`config.mk`:
```
export PLATFORM = sky130hd
export DESIGN_NAME = counter_lockstep_monitor
export DESIGN_NICKNAME = d
export VERILOG_FILES = /design/src/rtl/lockstep_pkg.sv /design/src/rtl/lockstep_step_check.sv /design/src/rtl/counter_lockstep_monitor.sv
export SDC_FILE = /design/constraint.sdc
export NUM_CORES = 1
export LEC_CHECK = 0
export ABC_AREA = 1
export CELL_PAD_IN_SITES_DETAIL_PLACEMENT = 0
export CELL_PAD_IN_SITES_GLOBAL_PLACEMENT = 1
export CORE_ASPECT_RATIO = 1.25
export CORE_MARGIN = 3
export CORE_UTILIZATION = 42
export CTS_BUF_LIST = sky130_fd_sc_hd__clkbuf_8
export DETAILED_ROUTE_END_ITERATION = 10
export PLACE_DENSITY_LB_ADDON = 0.1
export SLEW_MARGIN = 40
export SYNTH_ARGS = -nofsm -noshare
export SYNTH_HDL_FRONTEND = slang
export SYNTH_HIERARCHICAL = 1
export SYNTH_SLANG_ARGS = --single-unit
```
`constraint.sdc`:
```
create_clock -name clk -period 5.6 [get_ports clk]
set_input_delay 1.12 -clock clk [delete_from_list [all_inputs] [get_ports clk]]
set_output_delay 1.12 -clock clk [all_outputs]
set_load 0.05 [all_outputs]
```
`src/rtl/lockstep_pkg.sv`:
```
// Shared types and constants for the counter lockstep monitor and its step checker.
//   mon_state_e     : monitor FSM state encoding (ARM, CHECK, SUSPECT, FAULT)
//   CAUSE_DIS_BIT   : fault_cause bit for a primary/shadow disagreement
//   CAUSE_STEP_BIT  : fault_cause bit for a counter step that did not follow enable
//   DEFAULT_WIDTH   : default counter width
package lockstep_pkg;

  typedef enum logic [1:0] {
    ARM     = 2'd0,
    CHECK   = 2'd1,
    SUSPECT = 2'd2,
    FAULT   = 2'd3
  } mon_state_e;

  localparam int CAUSE_DIS_BIT  = 0;
  localparam int CAUSE_STEP_BIT = 1;
  localparam int DEFAULT_WIDTH  = 8;

endpackage

```
`src/rtl/lockstep_step_check.sv`:
```
// Combinational compare of a redundant counter pair against the previous sample.
// This block is also intended for reuse by the PC-lockstep comparator.
// Ports:
//   prev_cnt : primary counter value registered on the previous edge
//   prev_en  : enable registered on the previous edge
//   cnt_a    : current primary counter value
//   cnt_b    : current shadow counter value
//   dis      : primary and shadow disagree
//   step     : primary did not advance as prev_en dictated (modulo 2^WIDTH)
module lockstep_step_check #(
  parameter int WIDTH = 8
) (
  input  logic [WIDTH-1:0] prev_cnt,
  input  logic             prev_en,
  input  logic [WIDTH-1:0] cnt_a,
  input  logic [WIDTH-1:0] cnt_b,
  output logic             dis,
  output logic             step
);

  logic [WIDTH-1:0] exp_cnt;

  // The addition wraps naturally at the top of the range.
  assign exp_cnt = prev_en ? prev_cnt + WIDTH'(1) : prev_cnt;
  assign dis     = (cnt_a != cnt_b);
  assign step    = (cnt_a != exp_cnt);

endmodule

```
`src/rtl/counter_lockstep_monitor.sv`:
```
// Lockstep monitor for a primary/shadow counter pair. Every cycle it checks
// that both counters agree and that they advanced exactly as the shared
// enable of the previous cycle dictated. MISMATCH_LIMIT consecutive
// violating cycles latch a sticky fault, released only by clear_fault.
// Optional build macro: LOCKSTEP_ERRCNT_EN adds a saturating err_count output.
// Ports:
//   clk         : system clock, rising edge
//   reset       : asynchronous active-low reset
//   enable      : enable shared by both counters
//   cnt_a       : primary counter value
//   cnt_b       : shadow counter value
//   clear_fault : single-cycle pulse that releases a latched fault
//   check_valid : comparison result is meaningful this cycle
//   fault       : sticky fault flag
//   fault_cause : bit0 disagreement, bit1 illegal step (OR over the violating run)
//   err_count   : (LOCKSTEP_ERRCNT_EN only) saturating count of violating cycles
module counter_lockstep_monitor
  import lockstep_pkg::*;
#(
  parameter int WIDTH          = DEFAULT_WIDTH,
  parameter int MISMATCH_LIMIT = 2
) (
  input  logic             clk,
  input  logic             reset,
  input  logic             enable,
  input  logic [WIDTH-1:0] cnt_a,
  input  logic [WIDTH-1:0] cnt_b,
  input  logic             clear_fault,
  output logic             check_valid,
  output logic             fault,
  output logic [1:0]       fault_cause
`ifdef LOCKSTEP_ERRCNT_EN
  ,
  output logic [7:0]       err_count
`endif
);

  localparam logic [3:0] LIMIT = 4'(MISMATCH_LIMIT);

  mon_state_e       state;
  logic [3:0]       run;
  logic [3:0]       run_next;
  logic [1:0]       pend_cause;
  logic [1:0]       cause_now;
  logic [WIDTH-1:0] prev_cnt;
  logic             prev_en;
  logic             dis;
  logic             step;
  logic             viol;

  lockstep_step_check #(.WIDTH(WIDTH)) u_step_check (
    .prev_cnt (prev_cnt),
    .prev_en  (prev_en),
    .cnt_a    (cnt_a),
    .cnt_b    (cnt_b),
    .dis      (dis),
    .step     (step)
  );

  // check_valid is high exactly in CHECK and SUSPECT, so it gates the verdict.
  assign viol     = check_valid & (dis | step);
  assign run_next = run + 4'd1;

  always_comb begin
    cause_now                 = 2'b00;
    cause_now[CAUSE_DIS_BIT]  = dis;
    cause_now[CAUSE_STEP_BIT] = step;
  end

  always_ff @(posedge clk or negedge reset) begin
    if (!reset) begin
      state       <= ARM;
      run         <= 4'd0;
      pend_cause  <= 2'b00;
      prev_cnt    <= '0;
      prev_en     <= 1'b0;
      check_valid <= 1'b0;
      fault       <= 1'b0;
      fault_cause <= 2'b00;
    end else begin
      prev_cnt <= cnt_a;
      prev_en  <= enable;
      case (state)
        ARM: begin
          state       <= CHECK;
          check_valid <= 1'b1;
          run         <= 4'd0;
          pend_cause  <= 2'b00;
        end
        CHECK: begin
          if (viol) begin
            if (LIMIT == 4'd1) begin
              state       <= FAULT;
              check_valid <= 1'b0;
              fault       <= 1'b1;
              fault_cause <= cause_now;
            end else begin
              state      <= SUSPECT;
              run        <= 4'd1;
              pend_cause <= cause_now;
            end
          end
        end
        SUSPECT: begin
          if (!viol) begin
            state      <= CHECK;
            run        <= 4'd0;
            pend_cause <= 2'b00;
          end else if (run_next >= LIMIT) begin
            // A clear_fault arriving now is ignored: the fault must land first.
            state       <= FAULT;
            check_valid <= 1'b0;
            fault       <= 1'b1;
            fault_cause <= pend_cause | cause_now;
            run         <= 4'd0;
            pend_cause  <= 2'b00;
          end else begin
            run        <= run_next;
            pend_cause <= pend_cause | cause_now;
          end
        end
        FAULT: begin
          if (clear_fault) begin
            state       <= ARM;
            fault       <= 1'b0;
            fault_cause <= 2'b00;
          end
        end
        default: begin
          state       <= ARM;
          check_valid <= 1'b0;
        end
      endcase
    end
  end

`ifdef LOCKSTEP_ERRCNT_EN
  // Survives clear_fault on purpose: it is a lifetime health indicator.
  always_ff @(posedge clk or negedge reset) begin
    if (!reset) begin
      err_count <= 8'd0;
    end else if (viol && (err_count != 8'hFF)) begin
      err_count <= err_count + 8'd1;
    end
  end
`endif

endmodule

```
==> results of run 1 <==
state kept, by name, summed over array words and instances (netlist names):
name	cells
fault_cause	2
state	2
run	4
prev_cnt	8
fault	1
check_valid	1
prev_en	1
pend_cause	2
final cells by class:
type                       instances  share of cell area [%]
clock buffer                       3                    2.30
clock inverter                     1                   0.279
inverter                          30                    6.35
multi-input combinational        156                    46.7
sequential                        21                    29.3
tap                               37                    2.58
timing repair buffer              23                    12.6
cell usage in the layout, fill, tap and decap left out, types with 2 or more instances in the layout:
cell                              instances
sky130_fd_sc_hd__nor2_1                  18
sky130_fd_sc_hd__nor2_4                   3
sky130_fd_sc_hd__inv_2                    3
sky130_fd_sc_hd__clkdlybuf4s50_1         22
sky130_fd_sc_hd__ha_1                     7
sky130_fd_sc_hd__nand4_1                  5
sky130_fd_sc_hd__nand3b_1                 3
sky130_fd_sc_hd__nor3_1                   2
sky130_fd_sc_hd__nand2_1                 79
sky130_fd_sc_hd__inv_1                   26
sky130_fd_sc_hd__xor2_1                  10
sky130_fd_sc_hd__nand3_2                  4
sky130_fd_sc_hd__a21oi_1                  5
sky130_fd_sc_hd__nand2_2                  5
sky130_fd_sc_hd__clkbuf_8                 3
sky130_fd_sc_hd__clkinv_2                 2
sky130_fd_sc_hd__nand3_1                  6
sky130_fd_sc_hd__dfrtp_1                 21
report_power, final:
group | internal (W) | switching [W]
clock network | 0.0000495 | 0.0000503
logic | 0.000142 | 0.000235
registers | 0.000185 | 0.0000268
kinds of logic after synthesis:
group	after synthesis	share of synthesized area [%]
xor gates and xnor gates	11	6.53
DFF	21	35.6
adders and majority gates	7	5.93
AOI/OAI and AO/OA	10	4.66
buffers and inverters	30	7.71
and+or+nand+nor	128	39.6
worst max-delay path by stage:
stage | end | slack [ns] | cells past startpoint
finish | pend_cause[0]$_DFFE_PN0P_ | 2.62 | 10
global route | pend_cause[0]$_DFFE_PN0P_ | 2.41 | 10
CTS | pend_cause[0]$_DFFE_PN0P_ | 2.64 | 10
detailed placement | run[0]$_DFFE_PN0P_ | 2.36 | 10
global placement | state[1]$_DFFE_PN0P_ | 2.42 | 10
floorplan | pend_cause[0]$_DFFE_PN0P_ | 3.18 | 9
layer usage:
layer / track usage, % / wire, um / vias up
met2: 31.2 / 1730 / 16
met4: 6.55 / 72 / 0
met3: 2.31 / 92 / 6
met1: 19.7 / 1260 / 624
met5: 0 / 0 / -
li1: - / - / 689
stage by stage:
| stage | worst slack, ns | hold slack, ns | instance area (um2) |
|---|---|---|---|
| floorplan | 3.18 | 0.450 | 1480 |
| global placement | 2.42 | 0.455 | 1750 |
| detailed placement | 2.36 | 0.467 | 1750 |
| CTS | 2.64 | 0.486 | 1790 |
| global route | 2.41 | 0.511 | 1790 |
| finish | 2.62 | 0.477 | 1790 |
worst max-delay path, delay by kind of cell:
kind	cells	cell delay, ns
AND/OR/NAND/NOR	6	0.85
AO/OA/AOI/OAI	3	0.70
buffers and inverters	1	0.47
synthesized netlist by cell type (all sizes together):
cell / number / share of area [%]
o21ai: 4 / 2.4
nand3: 10 / 4.7
a21oi: 6 / 2.3
inv: 29 / 7.4
ha: 7 / 5.9
clkinv: 1 / 0.34
or2: 2 / 1.0
xnor2: 1 / 0.59
xor2: 10 / 5.9
dfrtp: 21 / 36
nor2: 22 / 7.3
nor3: 2 / 0.68
nand3b: 3 / 1.5
nand2: 84 / 22
nand4: 5 / 2.1
==> results.md, run 1 <==
Status:
- The flow ran to the end, and the final reports show no timing, DRC or antenna violations.

Power:
- The total power is 0.000689 W.
- The worst-case IR drop observed on VDD is 0.244 mV.
- Dividing total power by cell area gives a power density of ~380 mW/mm2.
- For this design the static power due to leakage is 0.950 nW.

Setup path:
- The worst setup path is captured at a flip-flop.
- The maximum cell stage delay along the critical path is 0.47 ns.
- The worst reg2reg path endpoint is pend_cause[0]$_DFFE_PN0P_.
- The startpoint identified for the worst register-to-register timing path is prev_cnt[0]$_DFF_PN0_.
- Tracing the worst setup path back leads to its startpoint at cnt_a[1].
- Counting cells, the worst reg-to-reg path comes to 16.
- Walking the worst path, the cells encountered are clkdlybuf4s50_1 > or2_2 > a21oi_1 > nand4_1 > o21ai_2 > nand2_2 > o21ai_4 > nor3_1 > nand2_1 > nand2_1.
- The required arrival time at the worst endpoint is 5.76 ns.
- Across all register-to-register paths, the minimum setup slack is around 3.5 ns.
- The startpoint kind of the worst setup timing path is a primary input.
- Counting stages on the worst path, the most repeated cell is sky130_fd_sc_hd__nand2_1.
- In this run the worst path has a maximum fanout of 7.
- The setup path with the least slack is of type in2reg.
- The largest individual stage delay along the critical path comes from the cell sky130_fd_sc_hd__clkdlybuf4s50_1.
- The arrival time of the worst setup path is 3.13 ns.

Clock network:
- Gates resized during post-CTS repair numbered 0.
- The clock latency on the worst-skew pair is 0.26 ns.
- The number of levels in the clock H-tree is 1.
- After clock tree synthesis, the flow added hold-fix buffers numbering 0.
- The number of buffers created by CTS is 3.
- Post-CTS timing repair inserted 0 buffers for setup.
- The number of buffers on the longest clock path is 2.
- TritonCTS built the clock tree.
- The count of clock tree sinks is 21.
- The clock root buffer is sky130_fd_sc_hd__clkbuf_8.
- After clock tree synthesis, the clock-pin slew on the worst setup and hold paths is 0.08 ns.

Synth:
- Counting distinct cell types in the post-synthesis netlist gives 25.
- The number of warnings printed during yosys synthesis is 6.
- A synthesized cell averages just over 7 um2.
- The synthesized netlist net count is ~230.
- In this run, synthesis produced a sequential element count of 21.
- The proportion of synthesized chip area in sequential cells is between 30 and 40%.
- In the synthesized netlist, the number of instances is just over 200.
- The netlist area before placement is between 0.001 and 0.0015 mm2.

Layout:
- The multi-input combinational cells in the finished layout cover a total of ~840 um2.
- The net count of the finished layout is 262.
- The finished layout holds approximately 270 standard cells, fillers aside.
- At the end of the flow the core is filled with cells to between 50% and 60%.
- The fill cell total of the finished layout is approximately 330.
- The layout cell share with drive strength beyond 1 is 11.5%.
- The repair_antennas step left the layout with diodes totalling 0.
- The area taken by flip-flops and latches is approximately 530 um2.
- Relative to the synthesized area, the layout overhead comes to 21.5%.

Timing:
- The number of slew-limit violations in the final report came to 0.
- Setup violations remaining at the end of the flow were counted as 0.
- The slew at the pin closest to its max-slew limit is about 0.5 ns.
- The part of the cycle the worst path needs is roughly 53%.
- Headroom to the max-slew limit came out at 66.7%.
- The worst setup skew after layout is approximately 0.0054 ns.
- The total count of hold-check failures in the final report is 0.
- Subtracting the final worst setup slack from the clock period gives slightly below 3 ns.
- The highest achievable clock rate is between 300 and 400 MHz.
- Summed over all failing endpoints, the final setup total negative slack is 0 ns.
- Setup repair after global routing left no endpoint under its margin.

Die:
- The floorplan step defined a die boundary enclosing between 0.004 and 0.005 mm2.
- In this run the vertical extent of the chip is ~72 um.
- For this configuration, the core starts out at a cell density of between 40% and 50%.
- After floorplanning, the core was sized to cover 0.00328 mm2.
- The row count is 23.
- The die is 59.0 um wide.
- 24 I/O pins were placed.

GRT:
- The first-pass GRT wire length is about 5700 um.
- For this run the aggregate overflow at the end of global routing stands at 0.
- The maximum number of pins on one net before global-route repair is 22.
- The via count of the first global-routing pass was 1,380.
- In the global route stage, overall resource usage came out at 17.1%.
- The number of antenna violations at the first check in global routing is 0.

Drt:
- The final routed DRC violation total is 0.
- The first-pass detailed-route iteration total is 5.
- The post-detailed-route wirelength per cell is between 10 and 15 um.
- The via-per-instance ratio is between 4 and 5.
- The routed design has around 3200 um of wire.
- The vias after detailed routing is roughly 1,300.
- In this run the remaining antenna-violating nets after routing total 0.
- The initial detailed-routing violation count is 44.

Job:
- The tool flagged a number of max-cap violations equal to 0.

Placement:
- The count of input and output buffers is 23.
- The post-detailed-placement half-perimeter wirelength is 2570 um.
- The placed cell count is around 270.
- The placer's final routability congestion estimate is around 0.81.

Min path:
- For hold timing, the worst endpoint is fault_cause[1]$_DFFE_PN0P_.
- The cell count of the worst hold path is 2.
- The startpoint identified for the worst hold timing path is fault_cause[1]$_DFFE_PN0P_.
- The type of the most critical hold path is reg2reg.
(Power assumes the default switching activity.)
==> run 2, diff against run 1 <==
CORE_UTILIZATION = 39   (was 42)
clock period = 3 ns   (was 5.6 ns; I/O delays follow)
==> run 2 against run 1 <==
- worst setup slack got worse by 2.1 ns
- sequential share of layout area fell by 0.22 points
- die area grew 7.0%
- clock power increased by 80%
- design area grew 0.77%
- final cell count grew 1.1%
- clock skew down 0.0024 ns
- critical path type unchanged
- largest cell class unchanged
- highest routed layer unchanged
==> results.md, run 2 (same netlist as run 1, synthesis figures left out) <==
Drt:
- Across all layers, the routed design uses ~1,300 vias.
- The final layout contains routed wiring with a total length of around 3000 um.
- For this run, design rule violations remaining after detail routing come to 0.
- The initial detailed-routing violation count is 40.
- The via-per-instance ratio is between 4 and 5.
- The post-detailed-route wirelength per cell is 11.2 um.
- The number of nets with antenna violations after detailed routing is 0.
- The first-pass detailed-route iteration total is 4.

Placement:
- During placement, the flow inserted port buffers numbering 23.
- Summed over all nets, the half-perimeter wirelength after detailed placement is 2480 um.
- At the end of routability-driven placement, the weighted congestion stood at slightly below 0.8.
- The placed cell count is 270.

Setup path:
- The largest fanout of any net on the critical path is 7.
- The endpoint type of the worst setup path is a flip-flop.
- The worst register-to-register path has a depth of 16.
- The startpoint kind of the worst setup timing path is a primary input.
- For flop-to-flop paths, the worst setup slack is ~0.93 ns.
- The arrival time of the worst setup path is 2.59 ns.
- STA puts the critical path data required time at about 3.2 ns.
- The setup path with the least slack is of type in2reg.

GRT:
- The via count of the first global-routing pass came to 1,272.
- The number of antenna violations at the first check in global routing came to 0.
- The first-pass GRT wire length is 5220 um.
- Entering global routing, the biggest net connects 22 pins.
- The overall overflow remaining after global route is 0.
- Global routing consumed, over all layers together, 15.3% of the routing resources.

Layout:
- The post-route netlist has 11.1% of its cells at a drive strength greater than 1.
- The final-stage net count is 263.
- The area growth from synthesis to layout is 22.5%.
- The number of cells in the finished layout apart from fillers is around 270.
- The largest registers in the layout are prev_cnt x8, run x4.
- The register with the most flip-flops in the layout has 8 of them.
- The total inserted antenna cells is 0.
- Leaving out fill and tap cells, the most frequent cell in the layout is sky130_fd_sc_hd__nand2_1.
- prev_cnt holds more flip-flops than any other register.
- The final core area utilization is between 50% and 60%.
- In the layout the commonest cells are 79 x sky130_fd_sc_hd__nand2_1, 27 x sky130_fd_sc_hd__inv_1, 23 x sky130_fd_sc_hd__clkdlybuf4s50_1, 21 x sky130_fd_sc_hd__dfrtp_1, 18 x sky130_fd_sc_hd__nor2_1.

Clock network:
- The clock net in this run drives a total of 21 sinks.
- The cts-stage hold buffer count is 0.
- The number of clock buffers added by TritonCTS is 3.
- The root buffer cell chosen for the clock tree is sky130_fd_sc_hd__clkbuf_8.
- The clock passes through at most 2 buffers.
- The CTS tree is yes.
- Post-CTS timing repair inserted 0 buffers for setup.
- The clock latency on the worst-skew pair is between 0.2 and 0.3 ns.
- After clock tree synthesis, the repair step resized 0 gates.
- The number of levels in the clock H-tree is 1.
- Clock-pin slew was measured on the worst setup and hold paths at around 0.070 ns.

Timing:
- The number of failing setup endpoints in the final timing report is 0.
- The part of the cycle the worst path needs is between 80% and 90%.
- The setup total negative slack is 0 ns.
- The total count of hold-check failures in the final report was 0.
- The relative slew slack is between 60% and 70%.
- The number of slew-limit violations in the final report is 0.
- The final critical path time including I/O delays and setup is between 2 and 2.5 ns.
- The clock arrives with about 0.003 ns of skew.
- Setup repair after global routing left no endpoint under its margin.
- Static timing analysis puts the maximum clock frequency at 410 MHz.
- The slew at the pin closest to its max-slew limit is ~0.5 ns.

Min path:
- Along the worst hold path, the cell count comes to 2.
- The type of the most critical hold path is reg2reg.

Job:
- The number of max-cap violations is 0.

Die:
- The row count is 24.
- The die height is approximately 75 um.
- The overall die area is about 0.0046 mm2.
- Pin placement for this block handled 24 I/O pins.
- The placeable core region is ~0.0036 mm2.
- Once the floorplan was initialized, standard cells occupied 41.3% of the core.
- The floorplan die width is roughly 61 um.

Power:
- The areal power density over the cells is 705 mW/mm2.
- The reported leakage power is 0.956 nW.
- Overall power consumption after layout is estimated at roughly 0.0013 W.
- The peak supply drop is between 0.4 and 0.5 mV.

Status:
- The run finished with clean final reports.
[run 2: cell count changes in the layout (fill, tap and decap cells not counted), sizes merged]
cell / previous run / this run
inv: 29 / 30
clkdlybuf4s50: 22 / 23
clkinv: 2 / 1
[run 2: layer usage]
| metal | global-route usage, % | vias up | routed length (um) |
|---|---|---|---|
| met4 | 6.75 | 0 | 23 |
| met3 | 2.23 | 2 | 83 |
| met1 | 17.0 | 603 | 1300 |
| met2 | 28.2 | 16 | 1660 |
| met5 | 0 | - | 0 |
| li1 | - | 690 | - |
[run 2: stage by stage]
| stage | setup slack, ns | hold WS (ns) | instance area [um2] |
|---|---|---|---|
| after floorplan | 1.10 | 0.304 | 1480 |
| after global placement | 0.321 | 0.454 | 1760 |
| after detailed placement | 0.261 | 0.469 | 1760 |
| after CTS | 0.540 | 0.492 | 1810 |
| after global routing | 0.355 | 0.519 | 1810 |
| final | 0.560 | 0.485 | 1810 |
[run 2: path summary, 6_finish.rpt]
kind	from	endpoint
worst max-delay path	cnt_a[1]	pend_cause[1]$_DFFE_PN0P_
worst min-delay path	fault_cause[1]$_DFFE_PN0P_	fault_cause[1]$_DFFE_PN0P_
worst max register to register	prev_cnt[0]$_DFF_PN0_	pend_cause[1]$_DFFE_PN0P_
worst min register to register	fault_cause[1]$_DFFE_PN0P_	fault_cause[1]$_DFFE_PN0P_
max in group asynchronous	reset	check_valid$_DFFE_PN0P_
min in group asynchronous	reset	prev_cnt[4]$_DFF_PN0_
[run 2: layout make-up]
cell class,instances,area [um2]
inverters,30,114
clock inverters,1,3.75
clock buffers,3,41.3
flip-flops and latches,21,526
well taps,39,48.8
repair buffers,24,238
multi-input cells,156,837
fillers,373,1770
[run 2: power breakdown]
part / leakage (nW) / internal (W) / switching [W]
registers: 0.255 / 0.000346 / 0.0000517
clock network: 0.0269 / 0.0000911 / 0.0000890
logic: 0.674 / 0.000266 / 0.000431
total: 0.956 / 0.000703 / 0.000572
[run 2: worst max-delay path, cell delays in order]
cell and delay [ns]:
sky130_fd_sc_hd__clkdlybuf4s50_1 0.46, sky130_fd_sc_hd__or2_2 0.31, sky130_fd_sc_hd__a21oi_1 0.23, sky130_fd_sc_hd__nand4_1 0.24
sky130_fd_sc_hd__o21ai_2 0.36, sky130_fd_sc_hd__nand2_2 0.10, sky130_fd_sc_hd__o21ai_4 0.12, sky130_fd_sc_hd__nor3_1 0.07
sky130_fd_sc_hd__nand2_1 0.06, sky130_fd_sc_hd__nand2_1 0.04
